===== src/rtl/if_fetch_ctrl.sv =====
// Instruction-fetch control: drives the IT RAM read and the next PC,
// buffers returned words in a 2-entry FIFO towards decode.
module if_fetch_ctrl #(
  parameter int unsigned XLEN = 32,
  parameter logic [XLEN-1:0] BOOT_IT_ADDR = '0,
  parameter int unsigned IT_RAM_DEPTH = 4096,
  parameter int unsigned BUF_DEPTH = 2
) (
  input  logic            clk,
  input  logic            rst,
  input  logic [XLEN-1:0] pc_addr,
  output logic            pc_write_en,
  output logic [XLEN-1:0] pc_write_addr,
  output logic            ram_rd_en,
  output logic [XLEN-1:0] ram_rd_addr,
  input  logic [31:0]     ram_rd_data,
  input  logic            redirect_valid,
  input  logic [XLEN-1:0] redirect_addr,
  output logic            id_valid,
  input  logic            id_ready,
  output logic [31:0]     id_inst,
  output logic [XLEN-1:0] id_pc,
  output logic            fetch_fault
);

  typedef enum logic {
    RUN  = 1'b0,
    HALT = 1'b1
  } state_t;

  typedef struct packed {
    logic [31:0]     inst;
    logic [XLEN-1:0] pc;
  } ent_t;

  localparam logic [XLEN:0] LO = {1'b0, BOOT_IT_ADDR};
  localparam logic [XLEN:0] HI =
    LO + (XLEN+1)'(IT_RAM_DEPTH);
  localparam logic [2:0] BUF_N = 3'(BUF_DEPTH);

  function automatic logic legal(
    input logic [XLEN-1:0] a
  );
    logic [XLEN:0] w;
    w = {1'b0, a};
    return (w >= LO) && (w < HI) &&
           (a[1:0] == 2'b00);
  endfunction

  state_t          state;
  state_t          state_nx;
  logic            fault;
  logic            fault_nx;
  logic [1:0]      count;
  logic            inflight;
  logic [XLEN-1:0] infl_pc;
  ent_t            ent0;
  ent_t            ent1;
  ent_t            in_ent;

  logic            head_vld;
  logic            pop;
  logic            push;
  logic [2:0]      occ;
  logic            room;
  logic [XLEN:0]   seq_w;
  logic [XLEN-1:0] seq;
  logic            seq_ok;
  logic            issue;
  logic            wr_en;
  logic [XLEN-1:0] wr_addr;

  assign head_vld = (count != 2'd0);
  assign pop      = head_vld && id_ready;
  // A killed or flushed read never lands
  assign push     = inflight && !redirect_valid;
  assign in_ent   = '{inst: ram_rd_data,
                      pc:   infl_pc};

  // Issue only when the returning word is sure to fit
  assign occ  = 3'(count) + 3'(inflight);
  assign room = (occ < BUF_N) ||
                ((occ == BUF_N) && pop);

  // Carry out of pc+4 marks a wrapped, illegal address
  assign seq_w  = {1'b0, pc_addr} + (XLEN+1)'(4);
  assign seq    = seq_w[XLEN-1:0];
  assign seq_ok = !seq_w[XLEN] && legal(seq);

  always_comb begin
    state_nx = state;
    fault_nx = fault;
    issue    = 1'b0;
    wr_en    = 1'b0;
    wr_addr  = '0;
    unique case (1'b1)
      redirect_valid: begin
        if (legal(redirect_addr)) begin
          wr_en    = 1'b1;
          wr_addr  = redirect_addr;
          state_nx = RUN;
          fault_nx = 1'b0;
        end else begin
          state_nx = HALT;
          fault_nx = 1'b1;
        end
      end
      (!redirect_valid && state == RUN && room): begin
        issue = 1'b1;
        if (seq_ok) begin
          wr_en   = 1'b1;
          wr_addr = seq;
        end else begin
          state_nx = HALT;
        end
      end
      default: ;
    endcase
  end

  always_ff @(posedge clk) begin
    if (!rst) begin
      state    <= RUN;
      fault    <= 1'b0;
      inflight <= 1'b0;
      infl_pc  <= '0;
    end else begin
      state    <= state_nx;
      fault    <= fault_nx;
      inflight <= issue;
      if (issue) infl_pc <= pc_addr;
    end
  end

  always_ff @(posedge clk) begin
    if (!rst) begin
      count <= 2'd0;
      ent0  <= '0;
      ent1  <= '0;
    end else if (redirect_valid) begin
      count <= 2'd0;
    end else begin
      unique case ({push, pop})
        2'b10: begin
          if (count == 2'd0) ent0 <= in_ent;
          else               ent1 <= in_ent;
          count <= count + 2'd1;
        end
        2'b01: begin
          ent0  <= ent1;
          count <= count - 2'd1;
        end
        2'b11: begin
          if (count == 2'd1) begin
            ent0 <= in_ent;
          end else begin
            ent0 <= ent1;
            ent1 <= in_ent;
          end
        end
        default: ;
      endcase
    end
  end

  // Every output is held at zero while reset is asserted
  assign pc_write_en   = rst && wr_en;
  assign pc_write_addr = rst ? wr_addr : '0;
  assign ram_rd_en     = rst && issue;
  assign ram_rd_addr   = (rst && issue) ? pc_addr : '0;
  assign id_valid      = rst && head_vld;
  assign id_inst       = (rst && head_vld) ? ent0.inst : '0;
  assign id_pc         = (rst && head_vld) ? ent0.pc : '0;
  assign fetch_fault   = rst && fault;

endmodule


===== config.mk =====
export PLATFORM = sky130hd
export DESIGN_NAME = if_fetch_ctrl
export DESIGN_NICKNAME = d
export VERILOG_FILES = /design/src/rtl/if_fetch_ctrl.sv
export SDC_FILE = /design/constraint.sdc
export NUM_CORES = 1
export LEC_CHECK = 0
export CORE_MARGIN = 2
export CORE_UTILIZATION = 44
export DETAILED_ROUTE_END_ITERATION = 8
export PLACE_DENSITY = 0.76
export SKIP_LAST_GASP = 1
export SLEW_MARGIN = 20
export SYNTH_ARGS = -nofsm -noshare
export SYNTH_HDL_FRONTEND = slang
export SYNTH_SLANG_ARGS = --single-unit
export TNS_END_PERCENT = 1

===== constraint.sdc =====
create_clock -name clk -period 3.3 [get_ports clk]
set_input_delay 0.66 -clock clk [delete_from_list [all_inputs] [get_ports clk]]
set_output_delay 0.66 -clock clk [all_outputs]
set_load 0.03 [all_outputs]

==> flow_summary.yaml <==
status:
  status: "finished with violations"
  violations: "negative setup slack"
logic_synthesis:
  ys_top_cells_by_area: "dfxtp_1, a221oi_1, nand2_1"
  synth_top_area_cell: "dfxtp_1"
  netlist-cell-type-count: 53
  synth_top_cell_area_share: 0.407
  netlist_area_um2: 8120
  ys.flop_type: "dfxtp_1"
  synth_warnings: 0
  synthArstFlopShare: 0
  ys_ff_latch: 165
  avgSynthCellArea_um2: 8.49
  syn-instance-count: 956
  synth_edf_count: 0
  seq_area_frac_synth: 0.407
detailed_routing:
  post-route-drc-count: 0
  first_pass_iters: 5
  wl_per_cell_um: 16.2
  drtIter0Drc: 486
  wirelength_um: 23200
  via_per_inst: 5.33
  num_vias: 7628
  final_antenna_net_count: 0
sta:
  finalCriticalPeriod_ns: 3.64
  hold_viol: 0
  fin_ws_ns: -0.344
  setup_viol_count_final: 11
  finalHoldWorstSlack_ns: 0.461
  period_share: 1.10
  slew_headroom: 0.364
  max_freq_ghz: 0.274
  worstMarginPinSlew_ns: 0.952
  rsz0062_at_grt: "yes"
  tns_ns: -3.58
  slew_violations: 0
  fin_skew_ns: 0.00804
power:
  vdd_ir_drop_max_uv: 299
  p_leak_nw: 4.86
  p_per_area_nw_per_um2: 416
clock_network:
  clock_path_buffers: 2
  clk_pin_slew_ns: 0.06
  h-tree-depth: 4
  hold_buffers: 0
  cts_tree: "yes"
  cts_root_buf: "clkbuf_16"
  clock_latency_ns: 0.42
  numCtsBuffers: 17
  clock_sinks: 165
worst_hold_path:
  whs_path_depth: 2
  min_to: "ent1[59]$_SDFFE_PN0P_"
  hold_path.class: "flop to flop"
  holdCritStartpoint: "ent1[59]$_SDFFE_PN0P_"
global_route:
  busiest_layer: "met2"
  grt_usage: 0.236
  use_met2: 0.385
  met3_usage: 0.0613
  antenna_found_initial: 0
  overflow: 0
  grt_max_degree: 63
  grt_pass1_wl_um: 38000
  grt_pass1_vias: 7553
  met1_usage: 0.306
setup_path:
  crit_top_cell: "nand4_1"
  critical_path_class: "primary input to output port"
  rrSetupSlack_ns: 0.46
  endpoint_kind: "output port"
  r2r_start: "count[0]$_SDFFE_PP0P_"
  r2r_end: "ent0[20]$_SDFFE_PN0P_"
  worst_setup_path_start_kind: "primary input"
  worstPathCellList: "buf_2, nand2_2, buf_4, nor3_4, nand4_1, mux2i_1, nand4_1, or4b_4, o32ai_4, buf_6"
  worst_ep_required_time_ns: 2.64
  reg2regPathDepth: 11
  path_max_fanout: 5
  cp.arrival_ns: 2.98
  crit_path_top_delay_cell: "or4b_4"
  cp_slowest_stage_delay_ns: 0.67
floorplanning:
  rows: 49
  core_area_um2: 18000
  die_x_um: 140
  dieHeight_um: 140
  io_pins: 232
  initial_core_util: 0.451
  die_area_um2: 19600
finish:
  fin_cells: 1432
  area_growth_pct: 42.8
  n_antenna_cell: 0
  num-fill-cells: 1512
  layout.nets: 1300
  layout-drive-gt1-share: 0.240
  utilization: 0.643
run:
  max_cap_violations: 0
placed_design:
  port_buffers: 209
  dp_hpwl_um: 15800
  gp_congestion: 0.829
  placed_cells: 1387
==> cell usage in the layout, fill, tap and decap left out, types with 9 or more instances in the layout <==
master,n
dfxtp_1,165
buf_4,165
nand2_1,143
nor2_1,79
clkdlybuf4s50_1,71
and2_1,65
a21boi_0,64
a221oi_1,64
nor3b_1,64
a21o_1,32
and3_1,30
conb_1,22
inv_1,21
buf_12,21
clkbuf_16,17
xnor2_1,10
buf_6,10
ha_1,9
==> power by group <==
part           internal (W)  total [W]  switching (W)
Sequential          0.00207    0.00212      0.0000450
Combinational      0.000303   0.000658       0.000355
Clock               0.00121    0.00205       0.000844
Total               0.00358    0.00483        0.00124
==> Yosys cell counts, types with 2 or more instances <==
| cell | instances |
|---|---|
| clkbuf_1 | 70 |
| dfxtp_1 | 165 |
| nand2b_1 | 4 |
| inv_1 | 21 |
| o32ai_2 | 6 |
| and3_1 | 30 |
| a211oi_1 | 4 |
| nor2b_1 | 2 |
| nor3b_1 | 64 |
| o32ai_1 | 2 |
| nand2_1 | 148 |
| buf_6 | 2 |
| nand3b_1 | 2 |
| mux2i_1 | 5 |
| nand3_1 | 11 |
| xor2_1 | 7 |
| o21ai_0 | 5 |
| a221oi_1 | 64 |
| xnor2_1 | 10 |
| a21oi_1 | 4 |
| nor3_1 | 10 |
| a21boi_0 | 64 |
| a21o_1 | 33 |
| and2_1 | 65 |
| and4b_1 | 2 |
| nand4_1 | 8 |
| nor4_1 | 6 |
| nor2_1 | 84 |
| and3_2 | 2 |
| buf_4 | 24 |
| ha_1 | 10 |
==> final cells by class <==
type | instances | area (um^2) | share of cell area
Multi-Input combinational cell | 695 | 4640 | 0.400
Clock inverter | 15 | 193 | 0.0166
Sequential cell | 165 | 3300 | 0.285
Clock buffer | 17 | 425 | 0.0367
Inverter | 21 | 78.8 | 0.00680
Timing Repair Buffer | 290 | 2670 | 0.230
Tap cell | 229 | 287 | 0.0247
==> flip-flops by register name, summed over array words and instances, names as in the netlist <==
register and cells:
fault 1, inflight 1, ent1 64, count 2, infl_pc 32, ent0 64
state 1
==> critical path: cells and delay by family <==
family                 cells  cell delay (ns)
AOI/OAI and AO/OA          1             0.29
and+or+nand+nor            5             1.38
buffers and inverters      3             0.46
muxes                      1             0.17
==> metal layers <==
layer | vias to the layer above | wire length [um]
li1 | 3757 | -
met1 | 3584 | 10300
met2 | 258 | 10800
met3 | 29 | 1590
met4 | 0 | 466
met5 | - | 0
==> cell families after synthesis <==
family / after synthesis / synth area share
AO/OA/AOI/OAI: 190 / 0.192
flip-flops: 165 / 0.407
AND/OR/NAND/NOR: 450 / 0.292
XOR/XNOR: 17 / 0.0183
adder cells (fa/ha/maj): 10 / 0.0154
multiplexers: 5 / 0.00616
buffers and inverters: 118 / 0.0683
other: 1 / 0.000462
==> repair_timing <==
action	in CTS	in global routing
pin swaps	23	14
cloned	1	0
endpoints found under the setup margin	11	17
resized for setup	96	21
buffers inserted	12	0
==> per-stage QoR <==
stage	setup WS [ns]	total power [W]	area [um^2]
finish	-0.344	0.00483	11600
floorplan	-0.0524	0.00251	8330
detailed placement	-0.849	0.00280	10800
global route	-0.417	0.00502	11600
global placement	-0.827	0.00279	10800
CTS	-0.413	0.00486	11600
==> how the worst max path moves through the flow <==
stage / to / start / cells past startpoint / slack (ns)
2_1_floorplan: pc_write_addr[10] / pc_addr[2] / 9 / -0.05
6_report: pc_write_addr[4] / pc_addr[12] / 10 / -0.34
4_1_cts: pc_write_addr[4] / pc_addr[7] / 10 / -0.41
3_3_place_gp: pc_write_addr[5] / pc_addr[2] / 10 / -0.83
3_5_place_dp: pc_write_addr[4] / pc_addr[2] / 10 / -0.85
5_1_grt: pc_write_addr[4] / pc_addr[3] / 11 / -0.42
Power figures use the tool's default switching activity.
